File: src/rtl/name_pkg.sv
// name_pkg: shared pattern table and types for the
// "James Rhodes " coder/matcher pair.
package name_pkg;

  localparam int NAME_LEN = 13;

  typedef logic [6:0] char_t;
  typedef logic [0:NAME_LEN-1] pos_t;

  localparam char_t CHAR_J = 7'h4A;

  localparam char_t PATTERN [0:NAME_LEN-1] = '{
    7'h4A, 7'h61, 7'h6D, 7'h65, 7'h73,
    7'h20, 7'h52, 7'h68, 7'h6F, 7'h64,
    7'h65, 7'h73, 7'h20
  };

  localparam pos_t POS0 = 13'b1_0000_0000_0000;
  localparam pos_t POS1 = 13'b0_1000_0000_0000;

endpackage

File: src/rtl/name_rom.sv
// name_rom: one-hot position to expected ASCII character,
// the inverse of the transmit-side coder.
module name_rom
  import name_pkg::*;
(
  input  pos_t  Q,
  output char_t ascii
);

  always_comb begin
    ascii = '0;
    for (int i = 0; i < NAME_LEN; i++) begin
      ascii = ascii | (PATTERN[i] & {7{Q[i]}});
    end
  end

endmodule

File: src/rtl/name_matcher.sv
// name_matcher: tracks position in the repeating name stream,
// pulses match per pattern, flags breaks once locked.
module name_matcher
  import name_pkg::*;
#(
  parameter int CNT_W = 8
) (
  input  logic             CLK,
  input  logic             RST_N,
  input  logic             valid,
  input  logic [6:0]       ascii,
  output pos_t             Q,
  output logic             match,
  output logic             locked,
  output logic             err,
  output logic [CNT_W-1:0] match_cnt
);

  char_t            exp_c;
  logic             legal;
  logic             hit;
  pos_t             q_nxt;
  logic             match_nxt;
  logic             lock_nxt;
  logic             err_nxt;
  logic [CNT_W-1:0] cnt_nxt;

  name_rom u_rom (
    .Q     (Q),
    .ascii (exp_c)
  );

  assign legal = $onehot(Q);
  assign hit   = (ascii == exp_c);

  always_comb begin
    q_nxt     = Q;
    match_nxt = 1'b0;
    lock_nxt  = locked;
    err_nxt   = 1'b0;
    cnt_nxt   = match_cnt;
    if (valid) begin
      if (!legal) begin
        q_nxt = POS0;
      end else if (hit) begin
        q_nxt = {Q[NAME_LEN-1], Q[0:NAME_LEN-2]};
        if (Q[NAME_LEN-1]) begin
          match_nxt = 1'b1;
          lock_nxt  = 1'b1;
          if (match_cnt != '1)
            cnt_nxt = match_cnt + 1'b1;
        end
      end else begin
        // 'J' appears only at position 0, so a miss on 'J'
        // has already consumed the first pattern character.
        q_nxt    = (ascii == CHAR_J) ? POS1 : POS0;
        err_nxt  = locked;
        lock_nxt = 1'b0;
      end
    end
  end

  always_ff @(posedge CLK) begin
    if (!RST_N) begin
      Q         <= POS0;
      match     <= 1'b0;
      locked    <= 1'b0;
      err       <= 1'b0;
      match_cnt <= '0;
    end else begin
      Q         <= q_nxt;
      match     <= match_nxt;
      locked    <= lock_nxt;
      err       <= err_nxt;
      match_cnt <= cnt_nxt;
    end
  end

endmodule
File: config.mk
export PLATFORM = sky130hd
export DESIGN_NAME = name_matcher
export DESIGN_NICKNAME = d
export VERILOG_FILES = /design/src/rtl/name_pkg.sv /design/src/rtl/name_rom.sv /design/src/rtl/name_matcher.sv
export SDC_FILE = /design/constraint.sdc
export NUM_CORES = 1
export LEC_CHECK = 0
export BUFFER_PORTS_ARGS = -buffer_cell sky130_fd_sc_hd__buf_2
export CORE_MARGIN = 5
export CORE_UTILIZATION = 50
export CTS_BUF_LIST = sky130_fd_sc_hd__clkbuf_2 sky130_fd_sc_hd__clkbuf_4 sky130_fd_sc_hd__clkbuf_8
export DETAILED_ROUTE_END_ITERATION = 6
export PLACE_DENSITY = 0.87
export SLEW_MARGIN = 30
export SYNTH_ARGS = -nofsm -noshare
export SYNTH_HDL_FRONTEND = slang
export SYNTH_HIERARCHICAL = 1
export SYNTH_SLANG_ARGS = --single-unit
export TNS_END_PERCENT = 30
File: constraint.sdc
create_clock -name CLK -period 6.27 [get_ports CLK]
set_clock_uncertainty 0.05 [all_clocks]
set_input_delay 0.9405 -clock CLK [delete_from_list [all_inputs] [get_ports CLK]]
set_output_delay 0.9405 -clock CLK [all_outputs]
set_load 0.02 [all_outputs]
[Word-level counts from Yosys, hierarchy flattened]
Cells that the tools add are included.
Operators by class
  reduce and logical (&&, ||, !) cells: 4
  bitwise gates (word level): 15
  $add $sub $neg: 13
  eq/ne operators: 5
  muxes and demuxes: 6
Operators with widths (count)
  7-bit bitwise OR: 10
  13-bit 2-to-1 mux: 3
  7-bit by 6-bit bitwise OR with 7-bit output: 2
  1-bit by 1-bit adder with 2-bit output: 6
  2-bit by 2-bit adder with 3-bit output: 3
  8-bit by 1-bit adder with 8-bit output, second input constant: 1
  8-bit != test, second input constant: 1
  7-bit equality test: 1
  7-bit equality test, second input constant: 1
  5-bit AND reduction: 1
  3-bit by 1-bit adder with 4-bit output: 1
  3-bit by 3-bit adder with 4-bit output: 1
  4-bit adder: 1
  4-bit by 1-bit equality test with 1-bit output, second input constant: 1
  4-bit AND reduction: 1
  4-bit OR reduction: 1
  1-bit 2-to-1 mux: 3
  1-bit inverter: 3
  3-bit AND reduction: 1
  2-bit != test, second input constant: 1
Word-level totals
  flip-flop bits (word level): 24
  input port bits: 10
  output and inout bits: 24

[Longest topological paths before layout]
Gate-level depths: netlist (run 1).
  depth in word-level cells: 15
  gate-level depth with buffers: 14
  depth with buffers taken out: 13

[Modules after synthesis]
Netlist (run 1), hierarchy kept.
By module, submodules not included
  name_matcher: area each 1411.4 µm², sequential area each 480.5 µm², cells an instance 160, times used 1
  name_rom: area each 73.8 µm², sequential area each 0.0 µm², cells an instance 11, times used 1

[Worst setup path after synthesis (run 1)]
OpenSTA, ideal clock, no wires.
  kind: flip-flop to flip-flop
  start point: register Q[1]
  end point: register match_cnt[7]
  arrival time: 4.518 ns
  stages on the path, launching flop included: 13
  clock period less this slack: 4.638 ns
  setup time: 0.070 ns
  slack: 1.632 ns
  data required time: 6.150 ns
  path buffers: 0
  path through: dfxtp_1 -> fa_1 -> fa_1 -> inv_1 -> fa_1 -> fa_1 -> fa_1 -> fa_1 -> and4bb_2 -> and3_1 -> nand2_1 -> or4_1 -> a21oi_1
Between the ends
  longest elaborated chain between the ends: 6
RTL lines
  start: declaration: line name_matcher.sv:12  | output pos_t Q,
  start signal: assignment: line name_matcher.sv:71  | Q <= q_nxt;
  1-bit by 1-bit adder with 2-bit output (not written as such): line name_matcher.sv:33  | assign legal = $onehot(Q);
  2-bit by 2-bit adder with 3-bit output (not written as such): line name_matcher.sv:33
  3-bit by 3-bit adder with 4-bit output (not written as such): line name_matcher.sv:33
  4-bit adder (not written as such): line name_matcher.sv:33
  4-bit by 1-bit equality test with 1-bit output: line name_matcher.sv:33
  5-bit AND reduction (no source line) (*)
  end signal: assignment: line name_matcher.sv:75  | match_cnt <= cnt_nxt;
  end: declaration: line name_matcher.sv:16  | output logic [CNT_W-1:0] match_cnt
Every way passes the cells marked *; elsewhere a longest branch is shown, timed or not.
A chain may end at the register's enable or synchronous reset.

[Final worst setup path (run 1)]
  start point: register Q[0]
  end point: register match_cnt[5]
The elaborated chain is that of the path after synthesis.

==> flow_summary_export.csv, run 1 <==
group,metric,value,unit
detailed_routing,vias,1356,
timing,max_slew_margin,56.7,%
place,place.gp.congestion,0.804,
power,ir_drop,0.0837,mV
die,core_area,0.00281,sq mm
timing,worst_pin_slew,0.648,ns
global_route,grt_max_degree,21,
global_route,grt_overflow,0,
synth,synth_nets,193,
synth,synth.most_common_cell,"dfxtp_1",
cts,h-tree-depth,1,
cts,cts_sinks,24,
cts,hold_buffers,0,
worst_setup_path,path_delay_family,"adder cells",
cts,root_buffer,"clkbuf_4",
detailed_routing,drc,0,
status,status,"finished clean",
synth,synth_top_area_share,32.4,%
power,finalPower,238,uW
timing,finalSetupTns,0,ns
finish,diodes,0,
worst_setup_path,rr_startpoint,"Q[0]",
worst_setup_path,crit_chain,"fa_1, fa_1, inv_1, fa_1, fa_1, fa_1, fa_1, and4bb_2, and3_1, nand2_1, or4_1, a21oi_1",
synth,syn_inst,171,
timing,finalSetupViolCount,0,
synth,ys.warnings.count,6,
worst_setup_path,crit_fanout,10,
timing,final.setup.worst_slack,1.44,ns
worst_setup_path,slowest_delay,0.56,ns
timing,whs,0.445,ns
global_route,antenna_found_initial,0,
global_route,grt_pass1_wl,5870,um
place,placed_area,0.00165,sq mm
synth,synth_ff_type,"dfxtp_1",
worst_hold_path,hp-class,"reg -> reg",
worst_setup_path,worstSetupPathType,"reg -> reg",
power,p_leak,0.729,nW
finish,post-route-util,59.5,%
synth,yosysTopAreaCell,"dfxtp_1",
die,start_util,52.9,%
finish,finalNonFillerCells,229,
cts,clk_latency,0.32,ns
worst_setup_path,startpoint_type,"flip-flop",
synth,async_flop_share,0,%
global_route,grt_pass1_vias,1235,
timing,rsz0062_at_grt,"false",
synth,yosysSeqAreaShare,32.4,%
worst_setup_path,end_kind,"flip-flop",
finish,fillers,255,
worst_setup_path,crit_required,6.47,ns
synth,synth_edf_count,0,
die,io_pins,34,
detailed_routing,first_iter_violations,90,
finish,nets,222,
die,die_h,64.5,um
detailed_routing,ant_nets,0,
detailed_routing,wl,3400,um
worst_setup_path,path_common_cell,"fa_1",
finish,syn_to_final_growth,12.3,%
power,p_per_area,143,mW/mm^2
detailed_routing,first_pass_iters,4,
cts,clockBufferDepth,2,
place,pre_cts_slack,1.49,ns
timing,finalMaxSlewViolations,0,
detailed_routing,viasPerCell,5.92,
die,rows,19,
finish,design_area,0.00167,sq mm
global_route,grt.total_usage,17.5,%
finish,drive_gt1_share,21.7,%
cts,cts_made_buffers,3,
die,die_w,64.5,um
synth,yosys-top-cells-count,"24 x dfxtp_1, 17 x a21oi_1, 17 x inv_1, 17 x nand2_1, 14 x nand3_1",
timing,timing.fmax,207,MHz
timing,layout_min_cycle_time,4.83,ns
timing,hold_violations,0,
timing,period_share,77.0,%
cts,cts_setup_buffers,0,
place,dp_hpwl,2490,um
worst_setup_path,path_buf_inv,1,
worst_setup_path,critPathLaunch,"Q[0]",
worst_setup_path,cp_slowest_cell,"or4_1",
place,dp_cells,226,
die,dieArea,0.00416,sq mm
synth,ys_types,39,
synth,synth_area_leaders,"dfxtp_1 32%, fa_1 11%, a21oi_1 5.7%",
detailed_routing,wl_per_cell,14.8,um
cts,clk_pin_slew,0.13,ns
synth,synth_seq_cells,24,
cts,cts_tree,"yes",
cts,ctsResizeCount,0,
worst_hold_path,min_from,"locked",
worst_setup_path,arrival,5.04,ns
run,maxCapViolations,0,
synth,syn_area_per_cell,8.69,sq um
synth,syn-cell-area,0.00149,sq mm
place,port_buffers,33,
[metal layers]
metal	vias up	track usage [%]	wire length, um
li1	664	-	-
met1	627	24.7	1580
met2	59	26.8	1540
met3	6	3.45	236
met4	0	6.33	41
met5	-	0	0
[final cells by class]
type                    instances  area [sq um]  share of cell area, %
multi-input cells             121           897                   53.8
clock buffers                   3          22.5                   1.35
repair buffers                 33           165                   9.90
inverters                      17          63.8                   3.83
well taps                      31          38.8                   2.33
flip-flops and latches         24           480                   28.8
[placed cells by master (no fill, tap or decap), types with 5 or more instances in the layout]
| cell type | synthesis | layout |
|---|---|---|
| nand2_1 | 17 | 17 |
| fa_1 | 8 | 8 |
| buf_2 | 2 | 33 |
| o31ai_1 | 6 | 6 |
| a21oi_1 | 17 | 17 |
| or4_1 | 7 | 7 |
| nand3_1 | 14 | 14 |
| nand4_1 | 5 | 5 |
| and3_1 | 5 | 5 |
| dfxtp_1 | 24 | 24 |
| inv_1 | 17 | 17 |
| xor2_1 | 7 | 7 |
[power breakdown]
| group | switching [mW] | internal [mW] | total, mW | leakage [nW] |
|---|---|---|---|---|
| combinational | 0.0101 | 0.00473 | 0.0148 | 0.522 |
| sequential | 0.000119 | 0.153 | 0.153 | 0.193 |
| clock | 0.0478 | 0.0225 | 0.0703 | 0.0138 |
| total | 0.0580 | 0.180 | 0.238 | 0.729 |
[kinds of logic after synthesis]
| kind of cell | count (synthesis) | share of synthesized area, % |
|---|---|---|
| simple gates | 72 | 28.8 |
| compound gates | 28 | 12.0 |
| fa+ha+maj | 12 | 14.2 |
| buf+inv | 26 | 7.24 |
| flops | 24 | 32.4 |
| mux | 2 | 1.35 |
| xor+xnor | 7 | 4.13 |
[path summary, 6_finish.rpt]
kind / depth (start not counted) / end / slack, ns
min: 2 / err / 0.45
min reg2reg: 2 / err / 0.45
max: 12 / match_cnt[5] / 1.44
max reg2reg: 12 / match_cnt[5] / 1.44
[flip-flops by register name, indices dropped and copies added, names as in the netlist]
signal	flops
match_cnt	8
match	1
locked	1
Q	13
err	1
[tightest hold or removal path, stage by stage, from the launching register on]
cell and delay, ns:
dfxtp_1 0.36, nand3_1 0.08, nor2_1 0.04
No activity file was read; power rests on OpenSTA's default activity.
==> inputs of run 2 (changes only) <==
--- a/config.mk
+++ b/config.mk
@@ -5,12 +5,13 @@
 export SDC_FILE = /design/constraint.sdc
 export NUM_CORES = 1
 export LEC_CHECK = 0
+export ABC_AREA = 1
 export BUFFER_PORTS_ARGS = -buffer_cell sky130_fd_sc_hd__buf_2
 export CORE_MARGIN = 5
 export CORE_UTILIZATION = 50
 export CTS_BUF_LIST = sky130_fd_sc_hd__clkbuf_2 sky130_fd_sc_hd__clkbuf_4 sky130_fd_sc_hd__clkbuf_8
 export DETAILED_ROUTE_END_ITERATION = 6
-export PLACE_DENSITY = 0.87
+export PLACE_DENSITY = 0.85
 export SLEW_MARGIN = 30
 export SYNTH_ARGS = -nofsm -noshare
 export SYNTH_HDL_FRONTEND = slang
==> constraint.sdc (replaced) <==
create_clock -name CLK -period 5.07 [get_ports CLK]
set_clock_uncertainty 0.05 [all_clocks]
set_input_delay 0.7605 -clock CLK [delete_from_list [all_inputs] [get_ports CLK]]
set_output_delay 0.7605 -clock CLK [all_outputs]
set_load 0.02 [all_outputs]
==> run 2 against run 1 <==
Clock power rose by 95%. Combinational power rose by 58%. Sequential power is 24% higher.
==> flow_summary_export.csv, run 2 <==
group,metric,value,unit
finish,final_cell_mix,"69 x nand2_1, 50 x inv_1, 33 x buf_2",
cts,clk_pin_slew,0.14,ns
worst_setup_path,path_buf_inv,3,
worst_setup_path,path_common_cell,"fa_1",
global_route,grt_use_met3,3.24,%
cts,cts_sinks,24,
power,p_leak,0.994,nW
finish,nets,310,
synth,synth_seq_cells,24,
detailed_routing,viasPerCell,4.83,
synth,synth_ff_type,"dfxtp_1",
die,die_w,68.8,um
worst_setup_path,r2r_cells,17,
run,maxCapViolations,0,
timing,period_share,88.5,%
global_route,use_met1,23.5,%
die,io_pins,34,
detailed_routing,drc,0,
synth,synth_top_area_share,27.8,%
timing,whs,0.422,ns
worst_setup_path,crit_fanout,12,
worst_setup_path,crit_cells,17,
die,die_h,68.8,um
cts,clockBufferDepth,2,
synth,syn-cell-area,0.00173,sq mm
place,place.gp.congestion,0.867,
worst_setup_path,end_kind,"flip-flop",
detailed_routing,first_iter_violations,66,
finish,drive_gt1_share,25.4,%
die,rows,21,
cts,cts_setup_buffers,0,
finish,fillers,321,
timing,max_slew_margin,55.0,%
timing,hold_violations,0,
synth,synth_area_leaders,"dfxtp_1 28%, nand2_1 15%, inv_1 11%",
global_route,grt_pass1_wl,6580,um
power,p_per_area,177,mW/mm^2
global_route,antenna_found_initial,0,
worst_setup_path,worstSetupPathType,"reg -> reg",
global_route,grt_max_degree,16,
detailed_routing,wl_per_cell,11.4,um
status,status,"finished clean",
cts,hold_buffers,0,
timing,layout_min_cycle_time,4.49,ns
die,start_util,51.8,%
die,dieArea,0.00473,sq mm
global_route,busiest_layer,"met2",
worst_hold_path,hp-class,"reg -> reg",
worst_setup_path,startpoint_type,"flip-flop",
synth,yosysSeqAreaShare,27.8,%
cts,clk_latency,0.31,ns
synth,ys_types,27,
synth,yosysTopAreaCell,"dfxtp_1",
synth,syn_area_per_cell,6.80,sq um
timing,rsz0062_at_grt,"false",
timing,finalSetupViolCount,0,
finish,layout.cells.most_common,"nand2_1",
power,pwr-share-seq,54.0,%
finish,top_register,"Q",
cts,root_buffer,"clkbuf_4",
cts,cts_made_buffers,3,
synth,synth.most_common_cell,"nand2_1",
worst_setup_path,path_delay_family,"adder cells",
place,port_buffers,33,
cts,ctsResizeCount,0,
synth,synth_edf_count,0,
cts,h-tree-depth,1,
global_route,grt.total_usage,18.3,%
synth,syn_inst,254,
power,finalPower,350,uW
die,core_area,0.00334,sq mm
worst_setup_path,crit_required,5.29,ns
power,pwr-share-clk,39.3,%
detailed_routing,vias,1610,
worst_setup_path,cp_slowest_cell,"fa_1",
synth,yosys-top-cells-count,"69 x nand2_1, 50 x inv_1, 29 x nor2_1",
worst_setup_path,arrival,4.71,ns
power,p_sw,73.6,uW
timing,finalMaxSlewViolations,0,
power,p_comb_share,6.7,%
worst_setup_path,crit_chain,"fa_1, fa_1, inv_1, fa_1, fa_1, fa_1, fa_1, nand2_1, inv_2, nand2_1, nor2_2, nand2_2, nor2_4, nand2_1, nand3_1, nand2_1, inv_1",
synth,synth_nets,276,
finish,diodes,0,
power,ir_drop,0.125,mV
detailed_routing,ant_nets,0,
cts,cts_tree,"yes",
finish,reg_top3,"Q x13, match_cnt x8",
global_route,grt_overflow,0,
timing,finalSetupTns,0,ns
power,internal-power,276,uW
finish,largest_reg_flops,13,
timing,timing.fmax,223,MHz
finish,syn_to_final_growth,14.0,%
timing,worst_pin_slew,0.674,ns
detailed_routing,first_pass_iters,4,
synth,async_flop_share,0,%
power,switching_share,21.1,%
synth,ys.warnings.count,6,
worst_setup_path,slowest_delay,0.52,ns
worst_hold_path,hold_depth,2,
global_route,grtUsageMet2,31.2,%
place,dp_hpwl,3020,um
detailed_routing,wl,3780,um
global_route,grt_pass1_vias,1552,
## run 2: cell count changes after synthesis, moves of 10 or more
cell     before  now
a21oi_1      17    2
nand2_1      17   69
inv_1        17   50
a21oi_2       0   10
nand2_2       1   13
nor2_1        2   29
## run 2: per-stage QoR
stage	instance area (sq um)	worst slack, ns	utilization [%]	cells
final	1970	0.583	59.1	333
after global routing	1970	0.351	59.1	333
after CTS	1970	0.575	59.1	333
after detailed placement	1920	0.598	57.5	329
after global placement	1920	0.738	57.5	329
after floorplan	1730	0.788	-	254
## run 2: power groups by stage
stage / logic, mW / clock network, mW / registers, mW
floorplan: 0.0157 / 0 / 0.193
global placement: 0.0226 / 0 / 0.193
detailed placement: 0.0235 / 0 / 0.193
CTS: 0.0235 / 0.142 / 0.189
global route: 0.0267 / 0.152 / 0.189
finish: 0.0234 / 0.137 / 0.189
## run 2: cell type report
cell class	instances	area, sq um	share of cell area, %
timing repair buffer	33	165	8.38
sequential	24	480	24.4
inverter	53	199	10.1
tap	46	57.6	2.92
multi-input combinational	173	1020	51.6
clock buffer	3	22.5	1.14
clock inverter	1	30.0	1.52
## run 2: tightest hold or removal path: stages (launching register included)
cell	delay, ns
dfxtp_1	0.33
inv_1	0.06
a21oi_1	0.05
## run 2: path summary, 6_finish.rpt
path	from	endpoint	slack (ns)
setup / recovery	Q[0]	Q[11]	0.58
setup reg to reg	Q[0]	Q[11]	0.58
hold reg to reg	locked	locked	0.42
hold / removal	locked	locked	0.42
## run 2: cell families (layout without fill, tap and decap cells)
kind of cell	count (synthesis)	after routing	share of synthesized area [%]
AND/OR/NAND/NOR	144	144	38.7
adder cells (fa/ha/maj)	12	12	12.2
AO/OA/AOI/OAI	14	14	6.37
flip-flops	24	24	27.8
buffers and inverters	57	90	13.4
XOR/XNOR	3	3	1.52
## run 2: per-layer routing
layer	vias up	wire length, um
met2	43	1760
met5	-	0
met4	0	34
met1	736	1750
li1	829	-
met3	2	229
==> inputs of run 3 (changes only) <==
--- a/config.mk
+++ b/config.mk
@@ -5,13 +5,12 @@
 export SDC_FILE = /design/constraint.sdc
 export NUM_CORES = 1
 export LEC_CHECK = 0
-export ABC_AREA = 1
 export BUFFER_PORTS_ARGS = -buffer_cell sky130_fd_sc_hd__buf_2
 export CORE_MARGIN = 5
 export CORE_UTILIZATION = 50
 export CTS_BUF_LIST = sky130_fd_sc_hd__clkbuf_2 sky130_fd_sc_hd__clkbuf_4 sky130_fd_sc_hd__clkbuf_8
 export DETAILED_ROUTE_END_ITERATION = 6
-export PLACE_DENSITY = 0.85
+export PLACE_DENSITY = 0.87
 export SLEW_MARGIN = 30
 export SYNTH_ARGS = -nofsm -noshare
 export SYNTH_HDL_FRONTEND = slang
==> run 3 against run 2 <==
Cell count decreased by 31%. Highest routed layer unchanged. Register-to-register slack worse by 0.32 ns. Design area shrank 15%. Via count decreased by 15%. Die area fell by 12%. Critical endpoint is now match_cnt[4].
==> flow_summary_export.csv, run 3 (synthesis gave the netlist of run 1 again) <==
group,metric,value,unit
worst_setup_path,worstSetupPathType,"reg -> reg",
timing,finalSetupTns,0,ns
place,placed_area,0.00165,sq mm
worst_setup_path,crit_chain,"fa_1, fa_1, inv_1, fa_1, fa_1, fa_1, fa_1, and4bb_2, and3_1, nand2_1, or4_1, a21oi_1",
worst_setup_path,slowest_delay,0.55,ns
cts,cts_made_buffers,3,
timing,period_share,94.8,%
detailed_routing,first_iter_violations,104,
global_route,grt_max_degree,21,
finish,final_cell_mix,"33 x buf_2, 24 x dfxtp_1, 17 x inv_1, 17 x nand2_1, 17 x a21oi_1",
global_route,grt_pass1_wl,5870,um
detailed_routing,vias,1362,
worst_setup_path,end_kind,"flip-flop",
worst_setup_path,startpoint_type,"flip-flop",
die,die_h,64.5,um
detailed_routing,ant_nets,0,
timing,finalSetupViolCount,0,
finish,nets,223,
power,finalPower,291,uW
detailed_routing,first_pass_iters,4,
finish,multi_input_area,897,sq um
finish,top_register,"Q",
die,core_area,0.00281,sq mm
timing,hold_violations,0,
cts,ctsResizeCount,0,
cts,root_buffer,"clkbuf_4",
place,port_buffers,33,
place,place.gp.congestion,0.824,
cts,clk_pin_slew,0.12,ns
worst_setup_path,crit_fanout,10,
timing,worst_pin_slew,0.660,ns
worst_setup_path,arrival,5.00,ns
cts,cts_tree,"yes",
worst_setup_path,cp_slowest_cell,"or4_1",
cts,h-tree-depth,1,
cts,cts_setup_buffers,0,
timing,layout_min_cycle_time,4.81,ns
worst_setup_path,path_common_cell,"fa_1",
finish,layout.cells.most_common,"buf_2",
timing,timing.fmax,208,MHz
global_route,grt_pass1_vias,1266,
die,rows,19,
run,maxCapViolations,0,
worst_hold_path,hp-class,"reg -> reg",
die,dieArea,0.00416,sq mm
detailed_routing,drc,0,
finish,fillers,264,
global_route,antenna_found_initial,0,
power,p_leak,0.734,nW
global_route,grt.total_usage,17.7,%
worst_setup_path,crit_required,5.27,ns
finish,syn_to_final_growth,12.8,%
finish,regArea,480,sq um
cts,clk_latency,0.31,ns
cts,cts_sinks,24,
finish,design_area,0.00168,sq mm
finish,reg_top3,"Q x13, match_cnt x8",
detailed_routing,wl,3400,um
timing,max_slew_margin,55.6,%
die,start_util,52.9,%
global_route,grt_overflow,0,
place,dp_hpwl,2560,um
power,p_per_area,174,mW/mm^2
die,io_pins,34,
power,ir_drop,0.0897,mV
cts,clockBufferDepth,2,
timing,rsz0062_at_grt,"false",
cts,hold_buffers,0,
die,die_w,64.5,um
finish,largest_reg_flops,13,
detailed_routing,viasPerCell,5.92,
status,status,"finished clean",
finish,post-route-util,59.7,%
timing,finalMaxSlewViolations,0,
detailed_routing,wl_per_cell,14.8,um
finish,diodes,0,
finish,drive_gt1_share,22.1,%
==> run 3: cell types whose count changed in the layout (fill, tap and decap cells not counted), moves of 10 or more <==
cell / delta
nand2_2: -12
inv_1: -33
nor2_1: -27
nand2_1: -52
a21oi_2: -10
a21oi_1: +15
==> run 3: stage by stage <==
stage	setup WS (ns)	std cells	hold slack, ns
final	0.263	230	0.435
after global routing	0.0234	230	0.474
after CTS	0.265	230	0.438
after detailed placement	0.322	227	0.419
after global placement	0.407	227	0.412
after floorplan	0.432	171	0.483
==> run 3: cell type report <==
type                    instances  share of cell area [%]
multi-input cells             121                    53.5
inverters                      17                    3.81
repair buffers                 34                    10.3
well taps                      31                    2.32
flip-flops and latches         24                    28.7
clock buffers                   3                    1.34
==> run 3: metal layers <==
layer	share of wire [%]	track usage, %
met1	44	23.4
met3	8.0	4.84
met4	0.56	7.65
met5	0	0
met2	47	27.1
==> run 3: worst max-delay path, delay by kind of cell (launching register included) <==
family | cells | cell delay, ns
compound gates | 1 | 0.14
simple gates | 4 | 1.17
flops | 1 | 0.53
fa+ha+maj | 6 | 2.80
buf+inv | 1 | 0.05
==> run 3: final timing paths <==
kind | start | endpoint | slack [ns] | cells past startpoint
worst max-delay path | Q[0] | match_cnt[4] | 0.26 | 12
worst min-delay path | locked | err | 0.43 | 2
worst max register to register | Q[0] | match_cnt[4] | 0.26 | 12
worst min register to register | locked | err | 0.43 | 2
==> run 3: where the power goes <==
group | switching (mW) | total, mW | internal [mW]
Clock | 0.0549 | 0.0827 | 0.0278
Sequential | 0.000148 | 0.189 | 0.189
Combinational | 0.0128 | 0.0192 | 0.00641
Total | 0.0679 | 0.291 | 0.223
